--- src/rtl/microcore_pkg.sv ---
// Shared constants and types for the microcore fetch path.
// Includes the instruction field layout, the opcode map and the fetch FSM encoding.
package microcore_pkg;

    localparam int ADDR_W  = 8;
    localparam int INSTR_W = 8;

    localparam int OPC_LSB = 4;
    localparam int OPC_W   = 4;
    localparam int OPR_LSB = 0;
    localparam int OPR_W   = 4;

    typedef enum logic [OPC_W-1:0] {
        OP_NOP = 4'h0,
        OP_LDI = 4'h1,
        OP_ADD = 4'h2,
        OP_SUB = 4'h3,
        OP_AND = 4'h4,
        OP_OR  = 4'h5,
        OP_JMP = 4'h6,
        OP_JZ  = 4'h7,
        OP_OUT = 4'h8,
        OP_HLT = 4'hF
    } opcode_t;

    typedef enum logic {
        FS_PRIME = 1'b0,
        FS_RUN   = 1'b1
    } fetch_state_t;

    function automatic logic [OPC_W-1:0] instr_opcode(input logic [INSTR_W-1:0] instr);
        return instr[OPC_LSB +: OPC_W];
    endfunction

    function automatic logic [OPR_W-1:0] instr_operand(input logic [INSTR_W-1:0] instr);
        return instr[OPR_LSB +: OPR_W];
    endfunction

endpackage

--- src/rtl/fetch_queue.sv ---
// Synchronous first-word-fall-through FIFO holding fetched {pc, instruction} entries.
// clr empties the queue and takes priority over a same-edge push or pop.
module fetch_queue #(
    parameter int DEPTH = 4,
    parameter int WIDTH = 16
) (
    input  logic                         clk,
    input  logic                         rst,
    input  logic                         clr,
    input  logic                         push,
    input  logic [WIDTH-1:0]             push_data,
    input  logic                         pop,
    output logic [WIDTH-1:0]             head,
    output logic                         head_vld,
    output logic [$clog2(DEPTH+1)-1:0]   count
);
    localparam int CNT_W = $clog2(DEPTH + 1);
    localparam int PTR_W = (DEPTH > 1) ? $clog2(DEPTH) : 1;
    localparam logic [PTR_W-1:0] LAST_PTR = PTR_W'(DEPTH - 1);
    localparam logic [CNT_W-1:0] FULL_CNT = CNT_W'(DEPTH);

    logic [WIDTH-1:0] r_mem [DEPTH];
    logic [PTR_W-1:0] r_rd;
    logic [PTR_W-1:0] r_wr;
    logic [CNT_W-1:0] r_count;

    function automatic logic [PTR_W-1:0] ptr_next(input logic [PTR_W-1:0] p);
        return (p == LAST_PTR) ? '0 : p + PTR_W'(1);
    endfunction

    always_ff @(posedge clk) begin
        if (rst || clr) begin
            r_rd    <= '0;
            r_wr    <= '0;
            r_count <= '0;
        end else begin
            if (push) r_wr <= ptr_next(r_wr);
            if (pop)  r_rd <= ptr_next(r_rd);
            case ({push, pop})
                2'b10:   r_count <= r_count + CNT_W'(1);
                2'b01:   r_count <= r_count - CNT_W'(1);
                default: r_count <= r_count;
            endcase
        end
    end

    // Storage is never reset; emptiness is tracked by r_count alone.
    always_ff @(posedge clk) begin
        if (push && !clr) r_mem[r_wr] <= push_data;
    end

    always_ff @(posedge clk) begin
        if (!rst && !clr) assert (!(push && !pop && (r_count == FULL_CNT)));
    end

    assign head     = r_mem[r_rd];
    assign head_vld = (r_count != '0);
    assign count    = r_count;

endmodule

--- src/rtl/instruction_fetch.sv ---
// Fetch stage between program_counter and the decoder: credit-limited PC advance,
// two-edge synchronous ROM read pipe with epoch tagging, FWFT buffer to the decoder.
module instruction_fetch #(
    parameter int ADDR_W  = microcore_pkg::ADDR_W,
    parameter int INSTR_W = microcore_pkg::INSTR_W,
    parameter int DEPTH   = 4
) (
    input  logic                            clk,
    input  logic                            rst,
    input  logic [ADDR_W-1:0]               pc_value,
    input  logic                            pc_ack,
    output logic                            pc_en,
    output logic                            rom_en,
    output logic [ADDR_W-1:0]               rom_addr,
    input  logic [INSTR_W-1:0]              rom_data,
    input  logic                            flush,
    output logic                            ir_valid,
    input  logic                            ir_ready,
    output logic [microcore_pkg::OPC_W-1:0] ir_opcode,
    output logic [microcore_pkg::OPR_W-1:0] ir_operand,
    output logic [ADDR_W-1:0]               ir_pc,
    output logic                            fetch_err
);
    import microcore_pkg::OPC_LSB;
    import microcore_pkg::OPC_W;
    import microcore_pkg::OPR_LSB;
    import microcore_pkg::OPR_W;
    import microcore_pkg::fetch_state_t;
    import microcore_pkg::FS_PRIME;
    import microcore_pkg::FS_RUN;

    localparam int CNT_W = $clog2(DEPTH + 1);
    localparam int ENT_W = ADDR_W + INSTR_W;
    localparam logic [CNT_W:0] CREDIT_LIMIT = (CNT_W + 1)'(DEPTH);

    fetch_state_t      r_state;
    logic [CNT_W-1:0]  r_outstanding;
    logic              r_epoch;
    logic              r_granted;

    logic              r_vld_p0;
    logic              r_live_p0;
    logic              r_ep_p0;
    logic [ADDR_W-1:0] r_pc_p0;
    logic              r_vld_p1;
    logic              r_live_p1;
    logic              r_ep_p1;
    logic [ADDR_W-1:0] r_pc_p1;

    logic              w_prime;
    logic              w_issue;
    logic              w_err;
    logic              w_push;
    logic              w_pop;
    logic              w_head_vld;
    logic [CNT_W-1:0]  w_count;
    logic [CNT_W:0]    w_used;
    logic [ENT_W-1:0]  w_head;

    // Every word is charged a credit from grant (or priming read) until its response lands.
    assign w_prime = (r_state == FS_PRIME);
    assign w_used  = {1'b0, w_count} + {1'b0, r_outstanding};
    assign pc_en   = !w_prime && !flush && (w_used < CREDIT_LIMIT);
    assign w_issue = w_prime || (pc_ack && r_granted);
    assign w_err   = !w_prime && pc_ack && !r_granted;

    always_ff @(posedge clk) begin
        if (rst) begin
            r_state       <= FS_PRIME;
            r_outstanding <= '0;
            r_epoch       <= 1'b0;
            r_granted     <= 1'b0;
            r_vld_p0      <= 1'b0;
            r_live_p0     <= 1'b0;
            r_vld_p1      <= 1'b0;
            r_live_p1     <= 1'b0;
            rom_en        <= 1'b0;
            rom_addr      <= '0;
            fetch_err     <= 1'b0;
        end else begin
            r_state       <= FS_RUN;
            r_granted     <= pc_en;
            r_outstanding <= r_outstanding + CNT_W'(w_prime || pc_en) - CNT_W'(r_vld_p1);
            r_epoch       <= r_epoch ^ flush;
            rom_en        <= w_issue;
            if (w_issue) rom_addr <= pc_value;
            if (w_err)   fetch_err <= 1'b1;
            // p0: ROM samples the read; live is cleared for anything issued on a flush edge
            r_vld_p0      <= w_issue;
            r_live_p0     <= !flush;
            // p1: ROM data becomes valid; a flush here also kills the word
            r_vld_p1      <= r_vld_p0;
            r_live_p1     <= r_live_p0 && !flush;
        end
    end

    always_ff @(posedge clk) begin
        r_ep_p0 <= r_epoch;
        r_pc_p0 <= pc_value;
        r_ep_p1 <= r_ep_p0;
        r_pc_p1 <= r_pc_p0;
    end

    // Capture: response of a stale epoch still returns its credit but is never queued.
    assign w_push = r_vld_p1 && r_live_p1 && (r_ep_p1 == r_epoch) && !flush;
    assign w_pop  = w_head_vld && ir_ready && !flush;

    fetch_queue #(
        .DEPTH (DEPTH),
        .WIDTH (ENT_W)
    ) u_queue (
        .clk       (clk),
        .rst       (rst),
        .clr       (flush),
        .push      (w_push),
        .push_data ({r_pc_p1, rom_data}),
        .pop       (w_pop),
        .head      (w_head),
        .head_vld  (w_head_vld),
        .count     (w_count)
    );

    assign ir_valid   = w_head_vld;
    assign ir_pc      = w_head_vld ? w_head[INSTR_W +: ADDR_W] : '0;
    assign ir_opcode  = w_head_vld ? w_head[OPC_LSB +: OPC_W] : '0;
    assign ir_operand = w_head_vld ? w_head[OPR_LSB +: OPR_W] : '0;

endmodule

--- config.mk ---
export PLATFORM = sky130hd
export DESIGN_NAME = instruction_fetch
export DESIGN_NICKNAME = d
export VERILOG_FILES = /design/src/rtl/microcore_pkg.sv /design/src/rtl/fetch_queue.sv /design/src/rtl/instruction_fetch.sv
export SDC_FILE = /design/constraint.sdc
export NUM_CORES = 1
export LEC_CHECK = 0
export BUFFER_PORTS_ARGS = -buffer_cell sky130_fd_sc_hd__buf_2
export CORE_ASPECT_RATIO = 1.2
export CORE_UTILIZATION = 30
export CTS_BUF_LIST = sky130_fd_sc_hd__clkbuf_8 sky130_fd_sc_hd__clkbuf_16
export CTS_CLUSTER_SIZE = 12
export DETAILED_ROUTE_END_ITERATION = 8
export GPL_TIMING_DRIVEN = 0
export PLACE_DENSITY_LB_ADDON = 0.25
export SLEW_MARGIN = 20
export SYNTH_ARGS = -nofsm -noshare
export SYNTH_HDL_FRONTEND = slang
export SYNTH_SLANG_ARGS = --single-unit
export TNS_END_PERCENT = 20
--- constraint.sdc ---
create_clock -name clk -period 3.4 [get_ports clk]
set_input_delay 0.34 -clock clk [delete_from_list [all_inputs] [get_ports clk]]
set_output_delay 0.34 -clock clk [all_outputs]
set_load 0.01 [all_outputs]
# [Yosys cells after proc, flatten, opt, wreduce, memory -nomap -nowiden]
# Memory sizes are Yosys's and may differ from the RTL's. A register that Yosys moved wholly into a read port is not among the register bits.
# Index checks and enable logic that the tools add are counted.
[word_totals] input_bits=21 output_inout_bits=28 memories=1 mem_bits_rw=64 elab_cells=63 regBits=44
[mem_list] memory="u_queue.r_mem" depth=4 width=16 read_ports=1 rd_clocked_by_memory_dff=1 wr=1 line="fetch_queue.sv:22" text="logic [WIDTH-1:0] r_mem [DEPTH];"
[op_classes] n_reduce_logical=19 bitwise_logic=2 n_mux=11 magnitude_cmp=1 eq_ne=5 n_addsub=7
[op_table] operator="$logic_and A1 B1 Y1" count=12
[op_table] operator="$mux W2" count=4
[op_table] operator="$mux W4" count=2
[op_table] operator="$mux W8" count=1
[op_table] operator="$eq A2 B2 Y1 const B" count=3
[op_table] operator="$pmux W3 S2" count=1
[op_table] operator="$add A2 B1 Y2 const B" count=2
[op_table] operator="$add A3 B3 Y4" count=1
[op_table] operator="$lt A4 B3 Y1 const B" count=1
[op_table] operator="$add A3 B1 Y3" count=1
[op_table] operator="$add A3 B1 Y3 const B" count=1
[op_table] operator="$logic_or A1 B1 Y1" count=3
[op_table] operator="$mux W1" count=3
[op_table] operator="$reduce_bool A3 Y1" count=1
[op_table] operator="$sub A3 B1 Y3" count=1
[op_table] operator="$sub A3 B1 Y3 const B" count=1
[op_table] operator="$eq A2 B1 Y1 const B" count=1
[op_table] operator="$logic_not A1 Y1" count=2
[op_table] operator="$reduce_bool A2 Y1" count=1
[op_table] operator="$eq A1 B1 Y1" count=1
[op_table] operator="$not A1 Y1" count=1
[op_table] operator="$xor A1 B1 Y1" count=1

# [Logic depth before layout (Yosys ltp)]
# Gate-level depths: netlist (run 1).
[depth] ltp_word=6 ltp_mapped=12 ltp_nobuf=12

# [Modules after synthesis]
# Synthesis (run 1) repeated with hierarchy kept, for this count alone.
[hier_totals] hier_cells=241 area_unflattened_um2=4085.2
[modules_own_cells] mod="fetch_queue" seq_area_each_um2=2102.0 instances=1 cells_per_inst=129 area_each_um2=2790.2
[modules_own_cells] mod="instruction_fetch" seq_area_each_um2=740.7 instances=1 cells_per_inst=112 area_each_um2=1295.0

# [Worst setup path after synthesis (run 1)]
# OpenSTA, ideal clock, no wires.
[synth_path] path_type="reg-to-reg" from="register u_queue.r_count[2] (netlist: u_queue.count[2])" to="register r_outstanding[2]" t_required_ps=3272 n_path_buf=0 path_stages_with_launch=13 path_slack_ps=583 setup_ps=128 period_less_slack_ps=2817 arrival_time_ps=2689 cell_sequence="dfxtp_1 -> ha_1 -> or4b_1 -> a311oi_2 -> nor2b_1 -> ha_1 -> inv_1 -> ha_1 -> inv_1 -> fa_1 -> xor2_1 -> xnor2_1 -> nor2_1"
[synth_between] elab_chain_cells=6
[synth_rtl] element="start: declaration" line="fetch_queue.sv:25" text="logic [CNT_W-1:0] r_count;"
[synth_rtl] element="start signal: assignment" line="fetch_queue.sv:40" text="2'b10: r_count <= r_count + CNT_W'(1);"
[synth_rtl] element="start signal: assignment" line="fetch_queue.sv:41" text="2'b01: r_count <= r_count - CNT_W'(1);"
[synth_rtl] element="start signal: assignment" line="fetch_queue.sv:42" text="default: r_count <= r_count;"
[synth_rtl] element="$add A3 B3 Y4" line="instruction_fetch.sv:62" text="assign w_used = {1'b0, w_count} + {1'b0, r_outstanding};"
[synth_rtl] element="$lt A4 B3 Y1" line="instruction_fetch.sv:63" text="assign pc_en = !w_prime && !flush && (w_used < CREDIT_LIMIT);"
[synth_rtl] element="$logic_and A1 B1 Y1" line="instruction_fetch.sv:63"
[synth_rtl] element="named net pc_en" line="instruction_fetch.sv:12" text="output logic pc_en,"
[synth_rtl] element="$logic_or A1 B1 Y1" line="instruction_fetch.sv:83" text="r_outstanding <= r_outstanding + CNT_W'(w_prime || pc_en) - CNT_W'(r_vld_p1);"
[synth_rtl] element="$add A3 B1 Y3" line="instruction_fetch.sv:83"
[synth_rtl] element="$sub A3 B1 Y3" line="instruction_fetch.sv:83"
[synth_rtl] element="end signal: assignment" line="instruction_fetch.sv:83"
[synth_rtl] element="end: declaration" line="instruction_fetch.sv:37" text="logic [CNT_W-1:0] r_outstanding;"
# The timed path passes the listed nets, and every way through them passes these cells.
# A chain may end at the register's enable or synchronous reset.

# [Final worst setup path (run 1)]
[layout_path] from="register u_queue.r_count[2] (netlist: u_queue.count[2])" to="register r_outstanding[2]"
[layout_between] elab_chain_cells=6
[layout_rtl] element="$add A3 B3 Y4" line="instruction_fetch.sv:62"
[layout_rtl] element="$lt A4 B3 Y1" line="instruction_fetch.sv:63"
[layout_rtl] element="$logic_and A1 B1 Y1" line="instruction_fetch.sv:63"
[layout_rtl] element="$logic_or A1 B1 Y1" line="instruction_fetch.sv:83"
[layout_rtl] element="$add A3 B1 Y3" line="instruction_fetch.sv:83"
[layout_rtl] element="$sub A3 B1 Y3" line="instruction_fetch.sv:83"
# Every way passes these cells.

==> metrics, run 1 <==
CTS Buf Count=9; Critical Path Start Type=flip-flop; postcts setup bufs=0; # IOs=49; Slew @ Worst Pin=0.8727 ns; first-pass GRT wire length=10,780 um; commonest non-fill, non-tap cell in the layout=edfxtp_1; layout cells sized above 1=0.2748; Leak Pwr=1.800 nW; # hold bufs at CTS=0; initial antenna violation count=0; DR pass1 iterations=4; worst-case clock skew=0.007143 ns; Crit Path Class=flip-flop to flip-flop; final WL=6755 um; Yosys warnings=0; status=completed; Fin. Hold Viols=0; Register-to-Register Setup Slack=0.51 ns; syn nets=283; min-delay src=pc_value[2]; M1 WL=2984 um; H-tree levels=3; reg2reg path depth=12; pwr dens=543.3 nW/um2; syn_area_per_cell=15.98 um2; worst hold stages=1; number of synthesized flops with an enable pin=64; Clk Latency, worst-skew pair=0.35 ns; DRC Markers=0; CTS tree=done; Cells after Synth=250; total negative setup slack=0 ns; mapped cell area=3995 um2; peak supply drop=274.9 uV; vias=2,071; area grow syn2layout=18.29%; Hold Path Class=primary input to flip-flop; row count=45; WHS Endpoint=r_pc_p0[2]; cell type with the largest total area after synthesis=edfxtp_1; Setup Viol. Count Final=0; n_diodes=0; Clock Sinks=110; Seq cells post-synth=110; largest net degree at the start of global routing=18; GRT Util Overall=0.1078; via/cell ratio=4.342; worst reg2reg path endpoint=r_outstanding[2]; Die W=107.3 um; routed wl met2=3326 um; RSZ-0062 raised after global routing=false; gpl congestion=0.6935; Post-DP HPWL=4410 um; top cells by area, synth=edfxtp_1 48%, dfxtp_1 23%, mux4_2 9.0%, ha_1 3.1%, and2b_1 2.1%; Max Cap Viol=0; DRT iter0 DRCs=84; Port Buffer Count=47; Max Fclk=345.7 MHz; die height=128.4 um; Tmin final=2.893 ns; number of global-route vias before repair=2,103; Max Used Layer=met4; count of cell types in the netlist=33; Initial Util=0.3112; Final Cycle Share=0.8509; mean routed wirelength per cell=14.16 um; CP required=3.62 ns; Slew Viols, Final=0; Clock Tree Buf Depth=2; ys flop type=edfxtp_1; post-synthesis sequential area ratio=0.7116; number of gates resized after CTS=0; most frequent cells in the layout=64 x edfxtp_1, 49 x buf_2, 46 x dfxtp_1; Core Area=12,840 um2; root buffer cell=clkbuf_16; total grt overflow=0; reg2reg start=u_queue.count[2]; Synth top area share=0.4811; Critical Path Fanout Max=5; Arr. time, crit path=3.11 ns; WL met3=289 um; Worst Setup End Kind=flip-flop; post-layout net count=341; Inst Count DP=461; Rel. slew slack=0.4182; DRT antenna net count=0; post-route insts no fill=477; Synth async-reset ratio=0; clock-pin slew on the worst setup and hold paths=0.07 ns; Die ar.=13,780 um2
-- worst max path at each step --
stage / slack [ns] / start / depth (start not counted) / endpoint
after detailed placement: 0.50 / u_queue.count[2] / 12 / r_outstanding[2]
after floorplan: 0.58 / u_queue.count[2] / 12 / r_outstanding[2]
after CTS: 0.43 / u_queue.count[0] / 4 / ir_pc[5]
final: 0.51 / u_queue.count[2] / 12 / r_outstanding[2]
after global routing: 0.39 / u_queue.count[2] / 12 / r_outstanding[2]
after global placement: 0.54 / u_queue.count[2] / 12 / r_outstanding[2]
-- cells in the mapped netlist, types with 2 or more instances --
| cell type | count |
|---|---|
| xor2_1 | 4 |
| or3_1 | 2 |
| clkbuf_1 | 6 |
| nor2_1 | 10 |
| buf_2 | 2 |
| and3_1 | 4 |
| nand2_1 | 18 |
| and2_1 | 2 |
| nor2b_1 | 8 |
| and2b_1 | 11 |
| dfxtp_1 | 46 |
| edfxtp_1 | 64 |
| fa_1 | 2 |
| o21ai_0 | 3 |
| o31ai_1 | 2 |
| ha_1 | 10 |
| a21oi_1 | 12 |
| inv_1 | 12 |
| mux4_2 | 16 |
| xnor2_1 | 3 |
-- flip-flops by register name, summed over array words and instances (netlist names), named ones only --
name and count:
r_vld_p0 1, r_epoch 1, rom_addr 8, r_pc_p1 8, r_outstanding 3, r_ep_p0 1, u_queue.r_rd 2, r_granted 1
fetch_err 1, r_pc_p0 8, r_live_p0 1, u_queue.r_wr 2, r_state 1, r_live_p1 1, u_queue.r_mem 64, u_queue.count 3
r_ep_p1 1, r_vld_p1 1
-- cell type report --
type                       instances  area [um2]
buffer                             9       43.79
clock buffer                      11       252.7
clock inverter                     5       32.53
fill                            1260        8112
inverter                          12       45.04
multi-input combinational        119        1069
sequential                       110        2843
tap                              164       205.2
timing repair buffer              47       235.2
-- through the flow --
stage               total power, mW  setup WS [ns]  area [um2]    util  hold WS, ns
CTS                           2.598         0.4339        4721  0.3677      0.09907
floorplan                     1.564         0.5832        3995       -       0.3096
global route                  2.665         0.3875        4726  0.3681       0.1016
global placement              1.605         0.5400        4436  0.3455       0.3100
detailed placement            1.612         0.4972        4436  0.3455       0.3121
finish                        2.568         0.5071        4726  0.3681       0.1086
-- logic make-up after synthesis --
logic type	Yosys count	share of synthesized area
DFF	110	0.7116
buffers and inverters	21	0.02223
AOI/OAI and AO/OA	21	0.03320
adders and majority gates	12	0.04134
muxes	16	0.09020
and+or+nand+nor	63	0.08613
xor gates and xnor gates	7	0.01535
-- where the power goes --
group | internal [mW] | switching [mW]
sequential | 1.44 | 0.0258
clock | 0.536 | 0.452
combinational | 0.0526 | 0.0583
total | 2.03 | 0.536
-- routing by layer --
metal | GRT usage | vias to the layer above
met2 | 0.1757 | 45
met1 | 0.1286 | 993
met4 | 0.06285 | 0
met5 | 0 | -
met3 | 0.02837 | 11
li1 | - | 1022
-- critical path, cell delays in order, from the launching register on --
cell      delay (ns)
dfxtp_1         0.40
ha_1            0.25
or4b_1          0.48
a311oi_2        0.32
nor2b_1         0.09
ha_1            0.27
inv_1           0.05
ha_1            0.13
inv_1           0.05
fa_1            0.37
xor2_1          0.17
xnor2_1         0.14
nor2_1          0.05
No activity file was read; power rests on OpenSTA's default activity.
==> run 2: changes to the inputs <==
Settings changed: CORE_UTILIZATION 30 to 57.
Clock period 3.4 ns to 3.25 ns, I/O delays scaled along.
==> run 2 against run 1 <==
Effect of this change: final cell count fell by 16%; register-to-register slack worse by 0.18 ns; via count grew 2.4%; critical endpoint unchanged; non-clock buffer count did not move; clock power down 30%; setup slack lost 0.18 ns; combinational power grew 5%; cell area is 4.7% lower; utilization rose by 29 points.
==> metrics, run 2 (synthesized netlist as in run 1, its figures left out) <==
# hold bufs at CTS=0; DR pass1 iterations=4; Register-to-Register Setup Slack=0.33 ns; Die ar.=7349 um2; row count=33; GRT Util Overall=0.1846; postcts setup bufs=0; Max Cap Viol=0; area grow syn2layout=12.78%; post-route insts no fill=400; total negative setup slack=0 ns; CP top delay family=adder cells; clock-pin slew on the worst setup and hold paths=0.10 ns; Critical Path Fanout Max=5; mean routed wirelength per cell=14.81 um; first-pass GRT wire length=9894 um; Hold Path Class=primary input to flip-flop; die height=93.71 um; number of gates resized after CTS=0; # IOs=49; layout cells sized above 1=0.2652; Setup Viol. Count Final=0; post-route cell area=4506 um2; initial antenna violation count=0; Slew Viols, Final=0; Largest Register=u_queue.r_mem; CP required=3.49 ns; Worst Setup End Kind=flip-flop; total grt overflow=0; post-layout net count=341; Fin. Hold Viols=0; Slew @ Worst Pin=0.9654 ns; DRC Markers=0; Die W=78.43 um; pwr dens=520.9 nW/um2; via/cell ratio=5.300; Clk Latency, worst-skew pair=0.36 ns; sequential share of power=0.654; Tmin final=2.924 ns; Inst Count DP=384; commonest non-fill, non-tap cell in the layout=edfxtp_1; root buffer cell=clkbuf_8; Crit path top cell by count=ha_1; Crit Path Class=flip-flop to flip-flop; Sw Pwr=0.5101 mW; CP cell instances=ha_1 -> or4b_1 -> a311oi_2 -> nor2b_1 -> ha_1 -> inv_1 -> ha_1 -> inv_1 -> fa_1 -> xor2_1 -> xnor2_1 -> nor2_1; Post-DP HPWL=3930 um; Clk pwr share=0.296; worst-case clock skew=0.009811 ns; Slowest cell on crit path=or4b_1; number of global-route vias before repair=2,107; logic gate share of total power=0.050; Clock Sinks=110; n_diodes=0; Critical Path Start Type=flip-flop; Final Cycle Share=0.8997; DRT iter0 DRCs=88; Port Buffer Count=47; final WL=5925 um; Max Fclk=342.0 MHz; Int Power=1.837 mW; CTS tree=done; critical path's largest stage delay=0.49 ns; peak supply drop=347.4 uV; vias=2,120; RSZ-0062 raised after global routing=false; Core Area=6813 um2; gpl congestion=0.8075; placed inst area=4339 um2; Clock Tree Buf Depth=2; switching share of power=0.2173; number of buffers and inverters on the critical path=2; H-tree levels=3; status=completed; largest net degree at the start of global routing=18; CTS Buf Count=9; max reg flops=64; Initial Util=0.5864; Arr. time, crit path=3.16 ns; Leak Pwr=1.745 nW; most frequent cells in the layout=64 x edfxtp_1, 49 x buf_2, 46 x dfxtp_1; Rel. slew slack=0.3515; DRT antenna net count=0
## run 2: cell types whose count changed in the layout (fill, tap and decap cells not counted), sizes merged
cell / before / now
clkbuf: 17 / 15
clkinv: 1 / 3
## run 2: path summary, 6_finish.rpt
kind	start	endpoint	cells after the start
worst max-delay path	u_queue.count[2]	r_outstanding[2]	12
worst min-delay path	pc_value[3]	r_pc_p0[3]	1
worst max register to register	u_queue.count[2]	r_outstanding[2]	12
worst min register to register	r_pc_p0[0]	r_pc_p1[0]	0
## run 2: routing by layer
metal  up-vias  track usage  wire length, um  part of all wire
li1       1024            -                -                 -
met1      1037       0.2233             2585              0.44
met5         -            0                0                 0
met2        50       0.3151             2952              0.50
met3         9      0.04563              282             0.048
met4         0      0.07870              105             0.018
## run 2: through the flow
step / power, mW / setup slack, ns / util / hold WS [ns]
floorplan: 1.636 / 0.4332 / - / 0.3096
detailed placement: 1.682 / 0.3582 / 0.6369 / 0.3121
CTS: 2.369 / 0.3178 / 0.6613 / 0.05712
global placement: 1.677 / 0.3562 / 0.6369 / 0.3111
finish: 2.347 / 0.3258 / 0.6613 / 0.07863
global route: 2.444 / 0.1110 / 0.6613 / 0.06009
## run 2: power groups by stage
stage	Sequential (mW)	Combinational [mW]	Clock (mW)
final	1.53	0.117	0.696
after global placement	1.56	0.112	0
after global routing	1.54	0.134	0.770
after detailed placement	1.57	0.116	0
after floorplan	1.56	0.0714	0
after CTS	1.53	0.118	0.717
## run 2: final cells by class
| cell class | instances | area (um2) |
|---|---|---|
| well taps | 87 | 108.9 |
| clock inverters | 7 | 42.54 |
| clock buffers | 9 | 123.9 |
| flip-flops and latches | 110 | 2843 |
| repair buffers | 47 | 235.2 |
| multi-input cells | 119 | 1064 |
| inverters | 12 | 45.04 |
| fillers | 501 | 2307 |
| plain buffers | 9 | 43.79 |
==> run 3: changes to the inputs <==
Settings changed: CELL_PAD_IN_SITES_DETAIL_PLACEMENT set to 2, CELL_PAD_IN_SITES_GLOBAL_PLACEMENT set to 2, CORE_UTILIZATION 57 to 41.
==> run 3 against run 2 <==
Effect of this change: fmax fell by 3.4%; non-clock buffer count did not move; clock skew fell by 0.0045 ns; flip-flop and latch count did not move; total power rose by 17%; first-iteration DRC count fell by 35%; hold slack improved by 0.018 ns; setup slack got worse by 0.10 ns; register-to-register slack got worse by 0.10 ns; count of clock-buffer cells in the layout rose by 2; critical path type unchanged.
==> metrics, run 3 (synthesized netlist as in run 1, its figures left out) <==
Slew @ Worst Pin=0.9270 ns; most frequent cells in the layout=64 x edfxtp_1, 49 x buf_2, 46 x dfxtp_1; postcts setup bufs=0; Crit path top cell by count=ha_1; Leak Pwr=1.808 nW; GRT Util Overall=0.1752; Register-to-Register Setup Slack=0.22 ns; mean routed wirelength per cell=18.66 um; die height=110.1 um; Slowest cell on crit path=or4b_1; root buffer cell=clkbuf_16; Final Cycle Share=0.9314; worst-case clock skew=0.005355 ns; layout cells sized above 1=0.2780; Core Area=9515 um2; RSZ-0062 raised after global routing=false; H-tree levels=3; worst hold stages=1; DRT iter0 DRCs=57; Max Cap Viol=0; worst reg2reg path endpoint=r_outstanding[2]; n_diodes=0; DRT antenna net count=0; Hold Path Class=primary input to flip-flop; number of gates resized after CTS=0; clock-pin slew on the worst setup and hold paths=0.07 ns; commonest non-fill, non-tap cell in the layout=edfxtp_1; area grow syn2layout=17.35%; Inst Count DP=420; CTS Buf Count=9; Largest Register=u_queue.r_mem; vias=2,221; CP cell instances=ha_1 -> or4b_1 -> a311oi_2 -> nor2b_1 -> ha_1 -> inv_1 -> ha_1 -> inv_1 -> fa_1 -> xor2_1 -> xnor2_1 -> nor2_1; Tmin final=3.027 ns; Clk Latency, worst-skew pair=0.34 ns; WHS Endpoint=r_pc_p0[1]; post-route insts no fill=436; Post-DP HPWL=5630 um; status=completed; gpl congestion=0.6598; DR pass1 iterations=4; largest net degree at the start of global routing=19; CP required=3.47 ns; Crit Path Class=flip-flop to flip-flop; reg2reg start=u_queue.count[2]; via/cell ratio=5.094; first-pass GRT wire length=12,740 um; Die ar.=10,140 um2; Worst Setup End Kind=flip-flop; Clock Tree Buf Depth=2; final WL=8135 um; reg2reg path depth=12; Slew Viols, Final=0; Port Buffer Count=47; total grt overflow=0; # hold bufs at CTS=0; min-delay src=pc_value[1]; pwr dens=586.1 nW/um2; max reg flops=64; Rel. slew slack=0.3820; peak supply drop=268.0 uV; Max Fclk=330.4 MHz; # IOs=49; row count=39; critical path's largest stage delay=0.48 ns; Fin. Hold Viols=0; Initial Util=0.4199; Setup Viol. Count Final=0; Critical Path Fanout Max=5; number of global-route vias before repair=2,395; Die W=92.11 um; CTS tree=done; post-layout net count=341; total negative setup slack=0 ns; Arr. time, crit path=3.24 ns; initial antenna violation count=0; DRC Markers=0; Clock Sinks=110; Critical Path Start Type=flip-flop
-- run 3: power breakdown --
part	total, mW	switching, mW	leakage (nW)	internal, mW
Sequential	1.54	0.0305	0.956	1.51
Combinational	0.124	0.0686	0.700	0.0556
Clock	1.08	0.492	0.152	0.593
Total	2.75	0.591	1.81	2.16
-- run 3: stage by stage --
stage / worst slack [ns] / utilization / instance area (um2) / total power [mW] / hold WS, ns
after floorplan: 0.4332 / - / 3995 / 1.636 / 0.3096
after CTS: 0.1671 / 0.4927 / 4688 / 2.777 / 0.08661
after global routing: 0.01522 / 0.4927 / 4688 / 2.839 / 0.08631
after global placement: 0.3189 / 0.4608 / 4384 / 1.683 / 0.3107
final: 0.2230 / 0.4927 / 4688 / 2.748 / 0.09627
after detailed placement: 0.2374 / 0.4613 / 4389 / 1.695 / 0.3150
-- run 3: area by class of cell --
| class | instances | area (um2) |
|---|---|---|
| fill | 923 | 4827 |
| sequential | 110 | 2843 |
| multi-input combinational | 119 | 1069 |
| clock buffer | 11 | 264.0 |
| timing repair buffer | 47 | 235.2 |
| tap | 123 | 153.9 |
| inverter | 12 | 45.04 |
| buffer | 9 | 43.79 |
| clock inverter | 5 | 35.03 |
-- run 3: how the worst max path moves through the flow --
stage                     start               end  slack [ns]  cells after the start
5_1_grt        u_queue.count[2]  r_outstanding[2]        0.02                     12
4_1_cts        u_queue.count[2]  r_outstanding[2]        0.17                     12
6_report       u_queue.count[2]  r_outstanding[2]        0.22                     12
3_3_place_gp   u_queue.count[2]  r_outstanding[2]        0.32                     12
3_5_place_dp   u_queue.count[2]  r_outstanding[2]        0.24                     12
2_1_floorplan  u_queue.count[2]  r_outstanding[2]        0.43                     12
-- run 3: per-layer routing --
| layer | global-route usage | part of all wire | vias up |
|---|---|---|---|
| met1 | 0.1953 | 0.41 | 1139 |
| li1 | - | - | 1022 |
| met5 | 0 | 0 | - |
| met3 | 0.03086 | 0.026 | 10 |
| met4 | 0.07031 | 0.018 | 0 |
| met2 | 0.3321 | 0.55 | 50 |
-- run 3: critical path: cells and delay by family (launching register included) --
family | cells | cell delay, ns
adders and majority gates | 4 | 1.04
and+or+nand+nor | 3 | 0.65
DFF | 1 | 0.42
AOI/OAI and AO/OA | 1 | 0.37
xor gates and xnor gates | 2 | 0.33
buffers and inverters | 2 | 0.11
